--- config.mk ---
export PLATFORM = sky130hd
export DESIGN_NAME = icap_warmboot_ctrl
export DESIGN_NICKNAME = d
export VERILOG_FILES = /design/src/rtl/icap_warmboot_ctrl.sv
export SDC_FILE = /design/constraint.sdc
export NUM_CORES = 1
export LEC_CHECK = 0
export ABC_AREA = 1
export CAP_MARGIN = 20
export CORE_MARGIN = 2
export CORE_UTILIZATION = 30
export DETAILED_ROUTE_END_ITERATION = 12
export GPL_TIMING_DRIVEN = 1
export PLACE_DENSITY = 0.53
export SLEW_MARGIN = 0
export SYNTH_ARGS = -nofsm -noshare
export SYNTH_HDL_FRONTEND = slang
export SYNTH_SLANG_ARGS = --single-unit
--- constraint.sdc ---
create_clock -name sys_clk -period 4.5 [get_ports sys_clk]
set_input_delay 1.125 -clock sys_clk [delete_from_list [all_inputs] [get_ports sys_clk]]
set_output_delay 1.125 -clock sys_clk [all_outputs]
set_load 0.01 [all_outputs]
--- src/rtl/icap_warmboot_ctrl.sv ---
// ICAPE3 warm-boot sequencer: issues an optional WBSTAR write followed by IPROG,
// triggered by a valid/ready request or a synchronised edge on the reboot pin.
module icap_warmboot_ctrl #(
  parameter int          SYNC_STAGES    = 3,
  parameter int          AVAIL_TIMEOUT  = 1024,
  parameter int          BIT_SWAP       = 1,
  parameter int          REBOOT_WBSTAR  = 0,
  parameter logic [31:0] WBSTAR_DEFAULT = 32'h0
) (
  input  logic        sys_clk,
  input  logic        rst_n,
  input  logic        reboot,
  input  logic        req_valid,
  output logic        req_ready,
  input  logic [31:0] req_addr,
  input  logic        req_wbstar,
  output logic        busy,
  output logic        done,
  output logic [1:0]  err,
  input  logic        icap_avail,
  output logic        icap_csib,
  output logic        icap_rdwrb,
  output logic [31:0] icap_i
);

  localparam int CNT_W = (AVAIL_TIMEOUT > 1) ? $clog2(AVAIL_TIMEOUT) : 1;
  localparam logic [CNT_W-1:0] CNT_MAX = CNT_W'(AVAIL_TIMEOUT - 1);

  typedef enum logic [1:0] {
    S_IDLE,
    S_WAIT,
    S_SEND
  } state_t;

  state_t                 state_q, state_d;
  logic [SYNC_STAGES-1:0] sync_q, sync_d;
  logic                   sync_prev_q, sync_prev_d;
  logic [CNT_W-1:0]       cnt_q, cnt_d;
  logic [3:0]             idx_q, idx_d;
  logic [31:0]            addr_q, addr_d;
  logic                   wbstar_q, wbstar_d;
  logic                   csib_q, csib_d;
  logic [31:0]            word_q, word_d;
  logic                   busy_q, busy_d;
  logic                   done_q, done_d;
  logic [1:0]             err_q, err_d;
  logic                   ready_q, ready_d;

  logic        reboot_rise;
  logic [3:0]  seq_len;
  logic [31:0] cur_word;

  function automatic logic [31:0] swap_bits(input logic [31:0] w);
    logic [31:0] r;
    for (int b = 0; b < 4; b++) begin
      for (int i = 0; i < 8; i++) begin
        r[8*b+i] = w[8*b+7-i];
      end
    end
    return r;
  endfunction

  assign reboot_rise = sync_q[SYNC_STAGES-1] & ~sync_prev_q;
  assign seq_len     = wbstar_q ? 4'd8 : 4'd6;

  // Command list; the WBSTAR pair is spliced in after the first type-1 NOOP.
  always_comb begin
    cur_word = 32'hFFFF_FFFF;
    if (wbstar_q) begin
      case (idx_q)
        4'd0:    cur_word = 32'hFFFF_FFFF;
        4'd1:    cur_word = 32'hAA99_5566;
        4'd2:    cur_word = 32'h2000_0000;
        4'd3:    cur_word = 32'h3002_0001;
        4'd4:    cur_word = addr_q;
        4'd5:    cur_word = 32'h3000_8001;
        4'd6:    cur_word = 32'h0000_000F;
        4'd7:    cur_word = 32'h2000_0000;
        default: cur_word = 32'hFFFF_FFFF;
      endcase
    end else begin
      case (idx_q)
        4'd0:    cur_word = 32'hFFFF_FFFF;
        4'd1:    cur_word = 32'hAA99_5566;
        4'd2:    cur_word = 32'h2000_0000;
        4'd3:    cur_word = 32'h3000_8001;
        4'd4:    cur_word = 32'h0000_000F;
        4'd5:    cur_word = 32'h2000_0000;
        default: cur_word = 32'hFFFF_FFFF;
      endcase
    end
  end

  always_comb begin
    state_d     = state_q;
    sync_d      = {sync_q[SYNC_STAGES-2:0], reboot};
    sync_prev_d = sync_q[SYNC_STAGES-1];
    cnt_d       = cnt_q;
    idx_d       = idx_q;
    addr_d      = addr_q;
    wbstar_d    = wbstar_q;
    csib_d      = 1'b1;
    word_d      = 32'hFFFF_FFFF;
    busy_d      = busy_q;
    done_d      = 1'b0;
    err_d       = err_q;

    case (state_q)
      S_IDLE: begin
        // A request beats a coincident reboot edge; the edge is simply lost.
        if (req_valid && ready_q) begin
          addr_d   = req_addr;
          wbstar_d = req_wbstar;
        end else if (reboot_rise) begin
          addr_d   = WBSTAR_DEFAULT;
          wbstar_d = (REBOOT_WBSTAR != 0);
        end
        if ((req_valid && ready_q) || reboot_rise) begin
          state_d = S_WAIT;
          busy_d  = 1'b1;
          err_d   = 2'b00;
          cnt_d   = '0;
          idx_d   = 4'd0;
        end
      end
      S_WAIT: begin
        if (icap_avail) begin
          state_d = S_SEND;
        end else if (cnt_q == CNT_MAX) begin
          state_d = S_IDLE;
          busy_d  = 1'b0;
          err_d   = 2'b01;
        end else begin
          cnt_d = cnt_q + 1'b1;
        end
      end
      S_SEND: begin
        if (idx_q == seq_len) begin
          state_d = S_IDLE;
          busy_d  = 1'b0;
          done_d  = 1'b1;
        end else if (!icap_avail) begin
          state_d = S_IDLE;
          busy_d  = 1'b0;
          err_d   = 2'b10;
        end else begin
          csib_d = 1'b0;
          word_d = cur_word;
          idx_d  = idx_q + 4'd1;
        end
      end
      default: state_d = S_IDLE;
    endcase
  end

  assign ready_d = (state_d == S_IDLE);

  always_ff @(posedge sys_clk) begin
    if (!rst_n) begin
      state_q     <= S_IDLE;
      sync_q      <= '0;
      sync_prev_q <= 1'b0;
      cnt_q       <= '0;
      idx_q       <= 4'd0;
      addr_q      <= 32'h0;
      wbstar_q    <= 1'b0;
      csib_q      <= 1'b1;
      word_q      <= 32'hFFFF_FFFF;
      busy_q      <= 1'b0;
      done_q      <= 1'b0;
      err_q       <= 2'b00;
      ready_q     <= 1'b0;
    end else begin
      state_q     <= state_d;
      sync_q      <= sync_d;
      sync_prev_q <= sync_prev_d;
      cnt_q       <= cnt_d;
      idx_q       <= idx_d;
      addr_q      <= addr_d;
      wbstar_q    <= wbstar_d;
      csib_q      <= csib_d;
      word_q      <= word_d;
      busy_q      <= busy_d;
      done_q      <= done_d;
      err_q       <= err_d;
      ready_q     <= ready_d;
    end
  end

  assign req_ready  = ready_q;
  assign busy       = busy_q;
  assign done       = done_q;
  assign err        = err_q;
  assign icap_csib  = csib_q;
  assign icap_rdwrb = 1'b0;
  assign icap_i     = (BIT_SWAP != 0) ? swap_bits(word_q) : word_q;

endmodule

==> summary.txt <==
Status
  – Outcome: complete, no violations

Detailed routing
  – Drt pass-1 iters: 4
  – Final WL: 9.59 mm
  – 1st-iter DRT viols: 134
  – DRC viols: 0
  – Final ANT Viol Nets: 0
  – Wire length per cell: 12.4 µm
  – Routed vias: 3473
  – DR vias/cell: 4.48

Synthesis
  – Seq/Total Area, Yosys: 46.8%
  – Cells after Synth: 536
  – Syn. warnings: 0
  – Netlist Area Pre-Place: 3890 µm²
  – Mapped Avg Cell Area: 7.26 µm²
  – Post-synth cell types: 33
  – Syn_nets: 583
  – Flops & latches, synth: 91

STA
  – Slew of the pin with the lowest slew margin: 1010 ps
  – Max Fclk: 360 MHz
  – Slew HR: 32.9%
  – Period Utilization, post-route: 61.6%
  – Final Setup Violations: 0
  – Setup TNS: 0 ps
  – Clk_skew: 4.99 ps
  – Max-slew violation count: 0
  – Fin crit period: 2770 ps
  – Hold_ws: 421 ps
  – Final Hold Fails: 0
  – RSZ-0062 raised after global routing: no

Floorplan
  – IO Count: 77
  – Die footprint: 13900 µm²
  – # rows: 41
  – Core area: 12700 µm²
  – Die X: 118 µm
  – Die Ht: 118 µm
  – Initial core utilization: 30.7%

Clock tree
  – Hold_buf cts: 0
  – Worst skew pair latency: 350 ps
  – CTS Buf Count: 9
  – CTS Root Cell: clkbuf_16
  – CTS H-tree depth: 3
  – CTS sink count: 91
  – Setup Buffers After CTS: 0
  – Cts repair resizes: 0
  – CTS max path bufs: 2
  – TritonCTS clock tree: done
  – Clk pin slew, worst setup/hold paths: 60 ps

Pwr
  – Combinational fraction of design power: 19.6%
  – Switching power: 0.000632 W
  – Seq pwr share: 42.6%
  – Internal power: 0.00146 W
  – PD cells: 414 nW/µm²
  – Net Sw Frac: 30.2%
  – Clock network fraction of total power: 37.7%
  – Tot Pwr: 0.00209 W
  – Leakage: 2.00 nW
  – VDD IR max: 0.000201 V

Worst setup path
  – Worst Setup Path Type: in2reg
  – Sequence of cells on the critical path: clkdlybuf4s50_1 -> nand2_1 -> nand2_1 -> nand2_1 -> o21ai_0 -> nand3_1 -> o21ai_0 -> a21oi_1
  – RR Startpoint: idx_q[1]
  – CP max FO: 16
  – Arrival time of the worst setup path: 3010 ps
  – Worst endpoint required time: 4730 ps
  – Most used cell, CP: nand2_1
  – Crit path launch: req_valid
  – Critical path launch point type: primary input
  – Critical Path Slowest Stage Cell: clkdlybuf4s50_1
  – Critical path's largest stage delay: 460 ps
  – Critical Path End Type: register

Placed design
  – Placed Cells incl. Taps: 760
  – GP Congestion: 0.772
  – Dpl hpwl: 6.59 mm
  – # port buffers: 75

Finish
  – Filler cells: 1344
  – Area grow syn2layout: 29.7%
  – Most common library cell in the layout ignoring fill and taps: nand2_1
  – Layout Cells excl Fill: 776
  – Layout cells sized above 1: 6.29%
  – Most frequent cells in the layout: 189 x nand2_1, 91 x dfxtp_1, 75 x clkdlybuf4s50_1, 60 x a21oi_1, 36 x nor2_1
  – Antenna Cells: 0
  – Nets: 646

GRT
  – Total grt overflow: 0
  – Largest net degree at the start of global routing: 44
  – Total track usage: 14.3%
  – Vias in the first global route: 3348
  – First-pass GRT wire length: 16.1 mm
  – Antenna violations before repair: 0

Flow run
  – Max Cap Viol: 0

Worst hold path
  – Hold Crit Class: reg2reg
  – Hold Crit Start: sync_q[1]
==> kinds of logic (layout without fill, tap and decap cells) <==
kind of cell             after synthesis  after routing  share of synthesized area, %
XOR/XNOR                               4              4                         0.900
buffers and inverters                 60            128                          7.13
other                                  1              1                        0.0963
AO/OA/AOI/OAI                         98             98                          12.7
adder cells (fa/ha/maj)                9              9                          2.89
AND/OR/NAND/NOR                      273            273                          29.5
flip-flops                            91             91                          46.8
==> per-stage QoR <==
step | area, µm² | worst slack (ps) | util, %
floorplan | 3890 | 2420 | -
global placement | 4740 | 1440 | 37.4
detailed placement | 4740 | 1370 | 37.4
CTS | 5050 | 1740 | 39.9
global route | 5050 | 1540 | 39.9
finish | 5050 | 1730 | 39.9
==> worst max-delay path, delay by kind of cell <==
family	cells	cell delay [ps]
buffers and inverters	1	460
AO/OA/AOI/OAI	3	590
AND/OR/NAND/NOR	4	840
==> state kept, by name, summed over array words and instances, names as in the netlist <==
register     count
cnt_q           10
wbstar_q         1
idx_q            4
done             1
busy             1
sync_prev_q      1
err              2
req_ready        1
word_q          32
state_q          2
icap_csib        1
sync_q           3
addr_q          32
==> area by class of cell <==
class	instances	area (µm²)	share of cell area [%]
Tap cell	172	215	4.26
Multi-Input combinational cell	385	1800	35.7
Sequential cell	91	1820	36.1
Timing Repair Buffer	78	773	15.3
Clock inverter	6	71.3	1.41
Inverter	34	128	2.53
Clock buffer	10	239	4.73
==> final timing paths <==
| path | end | slack (ps) | depth (start not counted) |
|---|---|---|---|
| hold reg to reg | sync_q[2] | 420 | 2 |
| setup / recovery | idx_q[1] | 1730 | 8 |
| setup reg to reg | word_q[2] | 1980 | 9 |
| hold / removal | sync_q[2] | 420 | 2 |
==> power by group through the flow <==
stage	registers (W)	clock network [W]	logic, W
after floorplan	0.000903	0	0.000284
after global placement	0.000909	0	0.000413
after detailed placement	0.000909	0	0.000414
after CTS	0.000891	0.000807	0.000417
after global routing	0.000897	0.000832	0.000471
final	0.000891	0.000789	0.000411
==> synth_stat cells, drive strengths merged <==
master / number / area share, %
ha: 9 / 2.9
clkinv: 1 / 0.096
xnor2: 1 / 0.22
dfxtp: 91 / 47
nand3: 23 / 3.0
o21ai: 36 / 4.6
xor2: 3 / 0.67
nand2: 196 / 19
o31ai: 1 / 0.19
nor3b: 1 / 0.19
nor2: 44 / 5.1
buf: 13 / 2.5
nor3: 3 / 0.80
conb: 1 / 0.096
inv: 33 / 3.2
a31oi: 1 / 0.16
clkbuf: 13 / 1.4
nand4: 5 / 0.80
nand3b: 1 / 0.19
a21oi: 60 / 7.7
==> metal layers <==
| metal | vias up | GRT usage [%] | part of all wire [%] |
|---|---|---|---|
| met5 | - | 0 | 0 |
| met2 | 69 | 23.8 | 45 |
| met4 | 0 | 6.10 | 2.1 |
| met1 | 1562 | 17.5 | 49 |
| li1 | 1827 | - | - |
| met3 | 15 | 3.92 | 4.5 |
Note: power is estimated with default switching activity, not from simulation.
